<file path="src/rtl/sram_port_arbiter.sv">
// Two-port arbiter sharing one 8-bit async SRAM; fixed-length strobe sequence per access.
// Define SRAM_ARB_ROUND_ROBIN_EN to alternate grants on simultaneous requests.
module sram_port_arbiter #(
   parameter int unsigned ACCESS_CYCLES = 3,
   parameter logic [20:0] A_BASE        = 21'h0
) (
   input  logic        clk_sys,
   input  logic        reset_n,
   input  logic        a_req,
   input  logic        a_we,
   input  logic [15:0] a_addr,
   input  logic [7:0]  a_din,
   output logic [7:0]  a_dout,
   output logic        a_ack,
   input  logic        b_req,
   input  logic        b_we,
   input  logic [20:0] b_addr,
   input  logic [7:0]  b_din,
   output logic [7:0]  b_dout,
   output logic        b_ack,
   output logic [20:0] sram_a,
   output logic [7:0]  sram_dq_o,
   output logic        sram_dq_oe,
   input  logic [7:0]  sram_dq_i,
   output logic        sram_we_n,
   output logic        sram_oe_n
);

   typedef enum logic [1:0] {StIdle, StAccess, StDone} state_t;

   localparam logic [3:0] LastCnt = 4'(ACCESS_CYCLES - 1);

   state_t     state_q, state_d;
   logic [3:0] cnt_q, cnt_d;
   logic       gnt_a_q;
   logic       we_q;
   logic       grant_any;
   logic       grant_a;
   logic       start;
   logic       last_cycle;

   assign grant_any  = a_req | b_req;
   assign start      = (state_q == StIdle) && grant_any;
   assign last_cycle = (state_q == StAccess) && (cnt_q == LastCnt);

`ifdef SRAM_ARB_ROUND_ROBIN_EN
   logic last_a_q;

   // On a tie, hand the bus to whichever port did not win last time.
   assign grant_a = a_req & (~b_req | ~last_a_q);

   always_ff @(posedge clk_sys or negedge reset_n) begin
      if (!reset_n) begin
         last_a_q <= 1'b0;
      end else if (start) begin
         last_a_q <= grant_a;
      end
   end
`else
   assign grant_a = a_req;
`endif

   always_ff @(posedge clk_sys or negedge reset_n) begin
      if (!reset_n) begin
         state_q <= StIdle;
         cnt_q   <= 4'd0;
      end else begin
         state_q <= state_d;
         cnt_q   <= cnt_d;
      end
   end

   always_comb begin
      state_d = state_q;
      cnt_d   = cnt_q;
      unique case (state_q)
         StIdle: begin
            if (grant_any) begin
               state_d = StAccess;
               cnt_d   = 4'd0;
            end
         end
         StAccess: begin
            if (cnt_q == LastCnt) state_d = StDone;
            else                  cnt_d   = cnt_q + 4'd1;
         end
         StDone:  state_d = StIdle;
         default: state_d = StIdle;
      endcase
   end

   always_ff @(posedge clk_sys or negedge reset_n) begin
      if (!reset_n) begin
         gnt_a_q   <= 1'b0;
         we_q      <= 1'b0;
         sram_a    <= 21'h0;
         sram_dq_o <= 8'h00;
         a_dout    <= 8'h00;
         b_dout    <= 8'h00;
      end else begin
         if (start) begin
            gnt_a_q   <= grant_a;
            we_q      <= grant_a ? a_we : b_we;
            sram_a    <= grant_a ? (A_BASE + {5'b0, a_addr}) : b_addr;
            sram_dq_o <= grant_a ? a_din : b_din;
         end
         if (last_cycle && !we_q) begin
            if (gnt_a_q) a_dout <= sram_dq_i;
            else         b_dout <= sram_dq_i;
         end
      end
   end

   // Strobes decode straight from state so an async reset drops them immediately.
   always_comb begin
      sram_oe_n  = !((state_q == StAccess) && !we_q);
      sram_dq_oe = (state_q == StAccess) && we_q;
      sram_we_n  = !((state_q == StAccess) && we_q && (cnt_q != LastCnt));
      a_ack      = (state_q == StDone) && gnt_a_q;
      b_ack      = (state_q == StDone) && !gnt_a_q;
   end

endmodule

</file>
<file path="config.mk">
export PLATFORM = sky130hd
export DESIGN_NAME = sram_port_arbiter
export DESIGN_NICKNAME = d
export VERILOG_FILES = /design/src/rtl/sram_port_arbiter.sv
export SDC_FILE = /design/constraint.sdc
export NUM_CORES = 1
export LEC_CHECK = 0
export CAP_MARGIN = 15
export CORE_MARGIN = 4
export CORE_UTILIZATION = 35
export CTS_BUF_LIST = sky130_fd_sc_hd__clkbuf_8
export DETAILED_ROUTE_END_ITERATION = 10
export GPL_TIMING_DRIVEN = 0
export MAX_ROUTING_LAYER = met4
export PLACE_DENSITY_LB_ADDON = 0.3
export SLEW_MARGIN = 25
export SYNTH_ARGS = -nofsm -noshare
export SYNTH_HDL_FRONTEND = slang
export SYNTH_SLANG_ARGS = --single-unit
</file>
<file path="constraint.sdc">
create_clock -name clk_sys -period 1.85 [get_ports clk_sys]
set_input_delay 0.37 -clock clk_sys [delete_from_list [all_inputs] [get_ports clk_sys]]
set_output_delay 0.37 -clock clk_sys [all_outputs]
set_load 0.02 [all_outputs]
</file>
## Word level (Yosys, flattened, before mapping)

Cells that the tools add are included.

| word-level totals | value |
|---|---|
| flip-flop bits (word level) | 53 |
| input port bits | 67 |

| operators by class | value |
|---|---|
| multiplexer cells | 9 |
| bitwise operators | 2 |
| reductions and logical operators | 18 |
| equality and inequality tests | 7 |
| add/subtract/negate cells | 1 |

Operators with widths:

| operator | number |
|---|---|
| 21-bit two-way mux | 1 |
| 1-bit logical AND | 8 |
| 4-bit two-way mux | 2 |
| 8-bit two-way mux | 1 |
| 4-bit case mux with 2 select lines | 1 |
| 2-bit inequality test (second input constant) | 3 |
| 2-bit AND reduction | 3 |
| 4-bit by 1-bit adder with 4-bit output (second input constant) | 1 |
| 4-bit by 2-bit == test with 1-bit output (second input constant) | 1 |
| 1-bit zero test | 4 |
| 2-bit two-way mux | 2 |
| 4-bit by 2-bit inequality test with 1-bit output (second input constant) | 1 |
| 2-bit case mux with 2 select lines | 1 |
| 3-bit AND reduction | 1 |
| 2-bit by 1-bit == test with 1-bit output (second input constant) | 1 |
| 2-bit == test (second input constant) | 1 |
| 2-bit zero test | 1 |
| 2-bit nonzero test | 1 |
| 1-bit two-way mux | 1 |
| 1-bit NOT | 1 |
| 1-bit OR | 1 |

## Logic depth before layout (Yosys ltp)

Gate-level depths: netlist of run 1.

| depth | value |
|---|---|
| depth after elaboration | 4 |
| gate-level depth with buffers | 5 |
| depth with buffers taken out | 5 |

## Least setup slack after synthesis of run 1

OpenSTA, ideal clock, no wires.

| path | value |
|---|---|
| path kind | register to register |
| start point | register cnt_q[0] |
| end point | register a_dout[0] |
| period minus slack after synthesis | 1,558 ps |
| data required time | 1,725 ps |
| buffers on the path | 0 |
| arrival | 1,433 ps |
| cell stages (with the launch flop) | 6 |
| path slack | 292 ps |
| library setup time | 125 ps |
| cells stage by stage | dfrtp_1 -> inv_1 -> ha_1 -> nor3b_4 -> nand4b_4 -> mux2_2 |

| on the way | value |
|---|---|
| cells in the longest elaborated chain, start to end | 4 |

RTL lines:

| item | line | source |
|---|---|---|
| from (decl) | 34 | `logic [3:0] cnt_q, cnt_d;` |
| from (signal assigned) | 69 | `cnt_q <= cnt_d;` |
| 4-bit by 2-bit == test with 1-bit output | 44 | `assign last_cycle = (state_q == StAccess) && (cnt_q == LastCnt);` |
| 1-bit logical AND | 44 |  |
| 1-bit logical AND | 107 | `if (last_cycle && !we_q) begin` |
| 2-bit AND reduction (no source line) | n/a |  |
| to (signal assigned) | 108 | `if (gnt_a_q) a_dout <= sram_dq_i;` |
| to (decl) | 13 | `output logic [7:0] a_dout,` |

No other way between the ends.
A chain may end at the register's enable or synchronous reset.

## Worst setup path after layout of run 1

| path | value |
|---|---|
| start point | register state_q[1] |
| end point | output sram_dq_oe |

| on the way | value |
|---|---|
| cells in the longest elaborated chain, start to end | 2 |

RTL lines:

| item | line | source |
|---|---|---|
| from (decl) | 33 | `state_t state_q, state_d;` |
| from (signal assigned) | 65 | `state_q <= StIdle;` |
| from (signal assigned) | 68 | `state_q <= state_d;` |
| 2-bit by 1-bit == test with 1-bit output | 117 | `sram_dq_oe = (state_q == StAccess) && we_q;` |
| 1-bit logical AND | 117 |  |
| to (decl) | 23 | `output logic sram_dq_oe,` |

No other way between the ends.

==> results of run 1 <==
[state kept, by name, summed over array words and instances (netlist names)]
signal,count
a_dout,8
b_dout,8
cnt_q,4
gnt_a_q,1
sram_a,21
sram_dq_o,8
state_q,2
we_q,1
[worst register-to-register path: stages (launching register included)]
cell and delay, ns:
dfrtp_1 0.41, inv_1 0.07, ha_1 0.16, nor3b_4 0.22
buf_4 0.20, nand4b_4 0.21, mux2_2 0.33
[cell families (layout without fill, tap and decap cells)]
| group | Yosys count | count (layout) | synth area share, % |
|---|---|---|---|
| compound gates | 66 | 66 | 14.1 |
| buf+inv | 15 | 142 | 2.59 |
| flops | 53 | 53 | 54.9 |
| xor+xnor | 1 | 1 | 0.363 |
| fa+ha+maj | 2 | 2 | 1.04 |
| mux | 43 | 43 | 18.7 |
| simple gates | 26 | 26 | 8.29 |
[timing repair]
item / CTS / global route
resized for setup: 13 / 1
endpoints found under the hold margin: 0 / 0
gates cloned: 0 / 0
setup endpoints to repair: 5 / 3
buffers inserted: 1 / 2
[metrics by stage]
step / worst slack (ns) / instance area [µm²] / util, % / power, W / hold slack, ns
detailed placement: -0.357 / 3690 / 54.6 / 0.00526 / 0.377
global route: -0.00961 / 3830 / 56.7 / 0.00643 / 0.0542
global placement: -1.24 / 3670 / 54.3 / 0.00517 / 0.489
finish: 0.0529 / 3830 / 56.7 / 0.00604 / 0.0280
CTS: 0.0139 / 3810 / 56.4 / 0.00607 / 0.0470
floorplan: 0.292 / 2420 / - / 0.00370 / 0.0744
[worst max-delay path by stage]
stage | to | depth (start not counted)
2_1_floorplan | a_dout[0] | 5
3_3_place_gp | sram_a[3] | 1
3_5_place_dp | sram_we_n | 6
4_1_cts | sram_we_n | 6
5_1_grt | sram_we_n | 5
6_report | sram_dq_oe | 3
[layer usage]
metal	wire, µm	vias to the layer above	global-route usage [%]
li1	-	990	-
met1	2500	995	19.5
met2	3530	50	27.7
met3	277	11	3.07
met4	127	0	4.77
met5	0	-	-
[layout by cell type, fill, tap and decap left out, types with 2 or more instances in the layout]
cell             count
o21ai_1             30
o21ai_0             32
dfrtp_1             52
and2_1               2
nor2_1               3
mux2_2              16
buf_2                5
clkbuf_1             9
mux2i_1             26
ha_1                 2
clkdlybuf4s50_1    109
buf_4                5
dlygate4sd2_1        3
clkbuf_8             6
nand2b_1             8
inv_1                2
[layout make-up]
cell class / count / area, µm² / share of cell area, %
flip-flops and latches: 53 / 1330 / 34.7
repair buffers: 119 / 1190 / 31.2
multi-input cells: 138 / 1030 / 26.9
well taps: 80 / 100 / 2.61
clock buffers: 6 / 82.6 / 2.16
plain buffers: 14 / 58.8 / 1.54
clock inverters: 2 / 33.8 / 0.882
inverters: 1 / 3.75 / 0.0980
[power by group through the flow]
stage	combinational, W	clock, W	sequential, W
2_1_floorplan	0.00108	0	0.00262
3_3_place_gp	0.00313	0	0.00203
3_5_place_dp	0.00320	0	0.00206
4_1_cts	0.00320	0.000820	0.00204
5_1_grt	0.00344	0.000881	0.00211
6_report	0.00320	0.000801	0.00204
==> summary.md, run 1 <==
| Metric | Value |
|---|---|
| Die W | 91.1 µm |
| CP delay by family, top | simple AND/OR/NAND/NOR gates |
| Startpoint Class | register |
| Area grow syn2layout | 58.5% |
| Clock-pin slew on the worst setup and hold paths | 0.09 ns |
| Maxcap violations | 0 |
| FF-to-FF Start | cnt_q[0] |
| Routability cong. | 0.748 |
| First DRT Iteration DRCs | 60 |
| Ant diodes | 0 |
| Fmax | 556 MHz |
| Post-synth top cells | 53 x dfrtp_1, 32 x o21ai_0, 30 x o21ai_1 |
| Maximum VDD drop | 0.639 mV |
| Clk pwr share | 13.3% |
| Largest net degree at the start of global routing | 54 |
| CTS tree | yes |
| Min Tclk post-route | 1.80 ns |
| Port buffer count | 115 |
| Gr ovfl total | 0 |
| Power per cell area | 1580 mW/mm² |
| Switching share of power | 38.3% |
| Ys Warns | 0 |
| Tightest Pin Transition | 0.780 ns |
| Proportion of layout cells with a drive suffix above 1 | 12.6% |
| Fin nets | 401 |
| DRT Wirelength | 6430 µm |
| I/O pins | 117 |
| CP arrival | 1.43 ns |
| Dpl hpwl | 4930 µm |
| Via density per instance | 4.95 |
| Number of synthesized flops with an enable pin | 0 |
| Clock skew | 0.00702 ns |
| Post-synthesis register bit count | 53 |
| Dominant cells by area after synthesis | dfrtp_1 55%, mux2i_1 11%, mux2_2 7.5% |
| Crit Path Class | register to output port |
| Critical Path RT | 1.48 ns |
| CP Capture Type | output port |
| Clock Latency Late Sink | 0.30 ns |
| FP Rows | 30 |
| Cell count after synthesis | 206 |
| CP peak stage delay | 0.42 ns |
| Hold Path Class | input pin to async pin |
| Post-Layout Cell Count | 413 |
| DR vias | 2046 |
| Synth top area share | 54.9% |
| Yosys cell types | 31 |
| Critical Path Fanout Max | 6 |
| Synth Flop Type | dfrtp_1 |
| Initial antenna violation count | 0 |
| Global-route wire length before repair | 10600 µm |
| WP buf/inv | 1 |
| Internal | 0.00373 W |
| Wire per inst | 15.6 µm |
| Biggest area consumer among synthesized cells | dfrtp_1 |
| Die height | 91.1 µm |
| Async set-or-reset flop fraction in the synthesized netlist | 100% |
| CTS Hold Bufs | 0 |
| Vias in the first global route | 2118 |
| CTS root buf | clkbuf_8 |
| Comb pwr share | 53.0% |
| Reg power frac | 33.8% |
| Headroom to the max-slew limit | 48.0% |
| Die area | 0.00830 mm² |
| CTS sink cnt | 53 |
| Reg-to-reg endpoint | a_dout[3] |
| Pleak | 1.63 nW |
| H-tree levels | 2 |
| Worst R2R Setup Slack | 0.15 ns |
| Outcome | finished clean |
| Synth Net Count | 275 |
| Final hold viol count | 0 |
| First-pass DRT Iterations | 4 |
| Tcrit/Tclk final | 97.1% |
| Slew Viols, Final | 0 |
| RSZ-0062 raised after global routing | yes |
| Avg Cell Area, Syn | 11.7 µm² |
| Mapped Area | 0.00242 mm² |
| Sequential share of the synthesized area | 54.9% |
| Layout fillers | 592 |
| DRC errors left | 0 |
| CP cell instances | and2b_4, and2_1, clkdlybuf4s15_2 |
| Final ANT Viol Nets | 0 |
| # setup viols final | 0 |
| Core footprint | 0.00676 mm² |
| Worst r2r path cells | 6 |
| Final setup TNS | 0 ns |
| Total track usage | 16.2% |
| Most common cell in the netlist | dfrtp_1 |
| CTS Buf Count | 5 |
| Setup crit start | state_q[1] |
| # placed instances | 402 |
| CP max-delay cell | dfrtp_1 |
| Max Root-Sink Buffers | 2 |
| NetSw | 0.00231 W |
| Starting Density | 35.8% |
Note: power is estimated with default switching activity, not from simulation.
==> run 2, diff against run 1 <==
--- a/config.mk
+++ b/config.mk
@@ -5,7 +5,7 @@
 export SDC_FILE = /design/constraint.sdc
 export NUM_CORES = 1
 export LEC_CHECK = 0
-export CAP_MARGIN = 15
+export CAP_MARGIN = 10
 export CORE_MARGIN = 4
 export CORE_UTILIZATION = 35
 export CTS_BUF_LIST = sky130_fd_sc_hd__clkbuf_8
==> results of run 2 <==
Final layout, timing and power as in run 1 (identical DEF).
==> run 3, diff against run 2 <==
--- a/config.mk
+++ b/config.mk
@@ -7,13 +7,12 @@
 export LEC_CHECK = 0
 export CAP_MARGIN = 10
 export CORE_MARGIN = 4
-export CORE_UTILIZATION = 35
+export CORE_UTILIZATION = 32
 export CTS_BUF_LIST = sky130_fd_sc_hd__clkbuf_8
 export DETAILED_ROUTE_END_ITERATION = 10
 export GPL_TIMING_DRIVEN = 0
 export MAX_ROUTING_LAYER = met4
 export PLACE_DENSITY_LB_ADDON = 0.3
-export SLEW_MARGIN = 25
 export SYNTH_ARGS = -nofsm -noshare
 export SYNTH_HDL_FRONTEND = slang
 export SYNTH_SLANG_ARGS = --single-unit
==> run 3 against run 2 <==
First-iteration DRC count shrank 5.0%. Largest cell class unchanged. Largest power group unchanged. Critical endpoint is now sram_oe_n. Register-to-register slack barely moved. Highest routed layer unchanged. Setup slack gained 0.012 ns.
==> summary.md, run 3 (same netlist as run 1, synthesis figures left out) <==
| Metric | Value |
|---|---|
| First-pass DRT Iterations | 4 |
| Power per cell area | 1540 mW/mm² |
| Largest register FFs | 21 |
| Outcome | finished clean |
| Port buffer count | 115 |
| Most frequent cells in the layout | 109 x clkdlybuf4s50_1, 53 x dfrtp_1, 32 x o21ai_0, 30 x o21ai_1, 26 x mux2i_1 |
| Gr ovfl total | 0 |
| Max Root-Sink Buffers | 2 |
| Final hold viol count | 0 |
| DRC errors left | 0 |
| Fin nets | 401 |
| Pleak | 1.61 nW |
| CTS Buf Count | 5 |
| Fmax | 560 MHz |
| Ant diodes | 0 |
| I/O pins | 117 |
| Hold Path Class | input pin to async pin |
| Clock Latency Late Sink | 0.31 ns |
| Total track usage | 14.5% |
| Largest Register | sram_a |
| Routability cong. | 0.709 |
| Critical Path RT | 1.48 ns |
| H-tree levels | 2 |
| # placed instances | 421 |
| Vias in the first global route | 2013 |
| Maxcap violations | 0 |
| Clock skew | 0.0142 ns |
| Total chip power | 0.00588 W |
| # setup viols final | 0 |
| Initial antenna violation count | 0 |
| Critical Path Fanout Max | 6 |
| Post-Layout Cell Count | 432 |
| Wire per inst | 14.8 µm |
| CTS sink cnt | 53 |
| Maximum VDD drop | 0.486 mV |
| FP Rows | 31 |
| Clock-pin slew on the worst setup and hold paths | 0.10 ns |
| Largest net degree at the start of global routing | 34 |
| DR vias | 2037 |
| Tightest Pin Transition | 0.836 ns |
| Min Tclk post-route | 1.79 ns |
| Startpoint Class | register |
| CTS tree | yes |
| Slew Viols, Final | 0 |
| Starting Density | 33.1% |
| Tcrit/Tclk final | 96.5% |
| Layout fillers | 695 |
| CTS root buf | clkbuf_8 |
| Area grow syn2layout | 58.1% |
| Final ANT Viol Nets | 0 |
| Crit Path Class | register to output port |
| Die W | 94.9 µm |
| Core footprint | 0.00729 mm² |
| First DRT Iteration DRCs | 57 |
| Die area | 0.00900 mm² |
| Headroom to the max-slew limit | 44.3% |
| Global-route wire length before repair | 9830 µm |
| Dpl hpwl | 4920 µm |
| CP arrival | 1.42 ns |
| CP Capture Type | output port |
| RSZ-0062 raised after global routing | yes |
| DRT Wirelength | 6380 µm |
| Proportion of layout cells with a drive suffix above 1 | 12.9% |
| Final core occ | 52.4% |
| Most common cell after layout, fill and taps aside | clkdlybuf4s50_1 |
| Die height | 94.9 µm |
| Via density per instance | 4.72 |
run 3: worst paths after layout:
check	slack (ns)	start	depth (start not counted)	endpoint
setup reg to reg	0.15	cnt_q[0]	6	a_dout[0]
max in group asynchronous	1.29	reset_n	2	gnt_a_q
min in group clk_sys	0.39	a_req	3	sram_a[20]
hold / removal	0.02	reset_n	1	sram_a[15]
hold reg to reg	0.51	a_dout[7]	1	a_dout[7]
setup / recovery	0.06	state_q[1]	3	sram_oe_n
run 3: through the flow:
step                hold WS [ns]  worst slack, ns  cell area, µm²  TNS, ns
floorplan                 0.0744            0.292            2420        0
global placement           0.487            -1.23            3690   -65.29
detailed placement         0.373           -0.339            3710   -0.417
CTS                       0.0335          0.00343            3800        0
global route              0.0551          -0.0293            3820  -0.0293
finish                    0.0223           0.0649            3820        0
run 3: where the power goes:
| group | internal (W) | switching, W | total [W] |
|---|---|---|---|
| logic | 0.00158 | 0.00160 | 0.00318 |
| registers | 0.00171 | 0.000319 | 0.00203 |
| clock network | 0.000274 | 0.000393 | 0.000667 |
| total | 0.00356 | 0.00232 | 0.00588 |
run 3: metal layers:
metal | global-route usage (%) | wire, µm | vias to the layer above
met5 | - | 0 | -
li1 | - | - | 982
met2 | 23.7 | 3020 | 83
met4 | 3.97 | 41 | 0
met3 | 3.59 | 498 | 6
met1 | 17.8 | 2820 | 966
run 3: what timing repair did:
item                       in CTS  in global routing
buffers inserted                1                  2
hold buffers                    0                  0
resized for setup              11                  5
pin swaps                       0                  1
setup endpoints to repair       5                  3
gates cloned                    0                  0
run 3: layout make-up:
cell class	count	area [µm²]	share of cell area (%)
inverters	1	3.75	0.0983
repair buffers	119	1180	30.9
clock inverters	3	25.0	0.655
well taps	99	124	3.24
clock buffers	5	68.8	1.80
multi-input cells	138	1030	27.0
flip-flops and latches	53	1330	34.7
plain buffers	14	58.8	1.54
run 3: worst max-delay path, stage by stage, from the launching register on:
cell and delay, ns:
dfrtp_1 0.43, and2b_4 0.31, nand2b_1 0.06, dlygate4sd2_1 0.32
==> RTL change, RTL diff (config.mk and constraints of run 2) <==
Add a define of `SRAM_ARB_ROUND_ROBIN_EN`.
--- a/src/rtl/sram_port_arbiter.sv
+++ b/src/rtl/sram_port_arbiter.sv
@@ -1,5 +1,7 @@
 // Two-port arbiter sharing one 8-bit async SRAM; fixed-length strobe sequence per access.
 // Define SRAM_ARB_ROUND_ROBIN_EN to alternate grants on simultaneous requests.
+`define SRAM_ARB_ROUND_ROBIN_EN
+
 module sram_port_arbiter #(
    parameter int unsigned ACCESS_CYCLES = 3,
    parameter logic [20:0] A_BASE        = 21'h0
Function: changed (a bounded check fails within 10 cycles, from zero or initial values and one cycle with reset_n low).
==> RTL change against run 2 <==
  * Total power rose by 5.8%
  * Design area grew 4.9%
  * Wire length shrank 3.3%
  * Sequential cell count unchanged
  * Synthesized area rose by 1.3%
  * Global-route usage fell by 0.25 points
  * Via count decreased by 9.2%
  * Core utilization increased by 2.4 points
  * Worst setup slack worse by 290 ps
  * Critical path type is now reg2reg
  * The flow now finishes with violations (setup timing)
==> RTL change: results (changes against run 2) <==
* Post-synth top cells: 57 x mux2_2, 53 x dfrtp_1, 8 x mux2_4, 5 x a22o_1, 5 x clkbuf_1
* Clk_skew at 4.54 ps (-2.48 ps)
* Via density at 4.66 (-6.0%)
* CTS Buf Count at 5 (unchanged)
* Final wirelength at 6.22 mm (-3.3%)
* Pin count of the biggest net entering global routing at 33 (-39%)
* Unique masters post-synth at 32 (+3.2%)
* Critical path arrival at 2270 ps (+840 ps)
* Crit-path slowest cell: or4b_4
* Vias in the first global route at 2014 (-4.9%)
* 1st-pass router iterations at 3 (-1)
* Internal Pwr Total at 0.00410 W (+10%)
* Post-DP HPWL at 4.51 mm (-8.4%)
* Placed Area at 0.00375 mm² (+1.6%)
* 1st-iter DRT viols at 46 (-23%)
* Seq/Total Area, Yosys at 54.2% (-0.73 points)
* Synth Register Bits at 53 (unchanged)
* FILL cells at 588 (-0.68%)
* Inst Count DP at 380 (-5.5%)
* CTS Root Cell: clkbuf_8
* # setup viols final at 17 (+17)
* Clk buf depth at 2 (unchanged)
* Placement Setup Slack at -622 ps (-265 ps)
* Worst skew pair latency at 300 ps (about the same)
* CP max FO at 8 (+2)
* Routability Congestion at 0.732 (-2.2%)
* Routed wire per std cell at 15.6 µm (about the same)
* Failing checks: setup timing
* Worst Reg-to-Reg Cells at 6 (unchanged)
* Final net count at 371 (-7.5%)
* Port Buffers at 116 (+0.87%)
* Cell count after synthesis at 167 (-19%)
* Share of layout cells above drive strength 1 at 35.6% (+23 points)
* H-tree depth at 2 (unchanged)
* Initial antenna violation count at 0 (unchanged)
* Largest Register: sram_a
* Area contributors post-synth: dfrtp_1 54%, mux2_2 26%, mux2_4 4.9%
* Number of flip-flops in the largest register at 21 (unchanged)
* Slowest Stage Delay on Critical Path at 490 ps (+70 ps)
* Global-route wire length before repair at 10.4 mm (-1.6%)
* Pleak at 1.71 nW (+4.7%)
* Critical R2R Launch: cnt_q[0]$_DFFE_PN0P_
* Worst R2R End: a_dout[2]$_DFFE_PN0P_
* Worst ir drop on vdd at 0.000659 V (+3.1%)
* Slew @ Worst Pin at 551 ps (-229 ps)
* Synth Net Count at 236 (-14%)
* Hold WC Path Type: in2async
* Post-synth ARST share at 100% (unchanged)
* Worst Path Class, Setup: reg2reg
* Synth warnings at 0 (unchanged)
* Final hold viol count at 0 (unchanged)
* Status: finished with violations
* Setup WS post-layout at -239 ps (-292 ps)
* Fin Setup TNS at -2450 ps (-2450 ps)
* CTS clk-pin slew, worst paths at 90 ps (about the same)
* Gr usage total at 15.9% (-0.25 points)
RTL change: changes by cell type after synthesis, moves of 5 or more:
cell,run 2,this run
mux2_2,16,57
o21ai_0,32,1
o21ai_1,30,0
mux2i_1,26,3
mux2_4,0,8
nand2b_1,8,2
a22o_1,0,5
RTL change: layer usage:
metal	share of wire, %	GRT usage (%)	vias up	wire length (µm)
li1	-	-	876	-
met1	46	20.0	892	2860
met2	46	25.3	84	2840
met3	7.4	4.68	6	458
met4	0.98	4.15	0	61
met5	0	-	-	0
RTL change: how the worst min path moves through the flow:
stage	from	end	slack, ps	cells past startpoint
6_report	reset_n	sram_a[11]$_DFFE_PN0P_	500	2
5_1_grt	reset_n	sram_a[11]$_DFFE_PN0P_	520	2
4_1_cts	reset_n	sram_a[11]$_DFFE_PN0P_	500	2
3_5_place_dp	reset_n	sram_a[11]$_DFFE_PN0P_	280	1
3_3_place_gp	sram_a[5]$_DFFE_PN0P_	sram_a[5]$_DFFE_PN0P_	490	1
2_1_floorplan	reset_n	a_dout[0]$_DFFE_PN0P_	70	0
RTL change: cell type report:
class	instances	area [µm²]	share of cell area, %
Clock buffer	7	96.3	2.40
Tap cell	96	120	2.99
Buffer	7	60.1	1.50
Timing Repair Buffer	129	1270	31.6
Clock inverter	1	5.00	0.125
Sequential cell	53	1330	33.1
Multi-Input combinational cell	104	1130	28.1
Inverter	2	7.51	0.187
RTL change: cells by family (layout without fill, tap and decap cells):
family                   count (synthesis)  after routing  synth area share (%)
AO/OA/AOI/OAI                           11             11                  3.68
XOR/XNOR                                 1              1                 0.358
adder cells (fa/ha/maj)                  2              2                  1.02
buffers and inverters                   10            146                  1.94
flip-flops                              53             53                  54.2
multiplexers                            68             68                  32.3
AND/OR/NAND/NOR                         22             22                  6.49
RTL change: what timing repair did:
item / 4_1_cts / 5_1_grt
pin swaps: 2 / 1
hold buffers: 1 / 0
setup buffers: 8 / 3
hold endpoints to repair: 21 / 0
setup endpoints to repair: 46 / 33
gates resized for setup: 33 / 11
RTL change: critical path: cells and delay by family, from the launching register on:
kind                       cells  cell delay, ps
muxes                          1             300
and+or+nand+nor                2             880
adders and majority gates      1             160
buffers and inverters          2             230
DFF                            1             400
RTL change: power by group through the flow:
stage / Combinational (W) / Clock, W / Sequential [W]
floorplan: 0.00127 / 0 / 0.00267
detailed placement: 0.00338 / 0 / 0.00211
global route: 0.00385 / 0.000791 / 0.00217
CTS: 0.00360 / 0.000738 / 0.00209
finish: 0.00360 / 0.000702 / 0.00209
global placement: 0.00333 / 0 / 0.00207
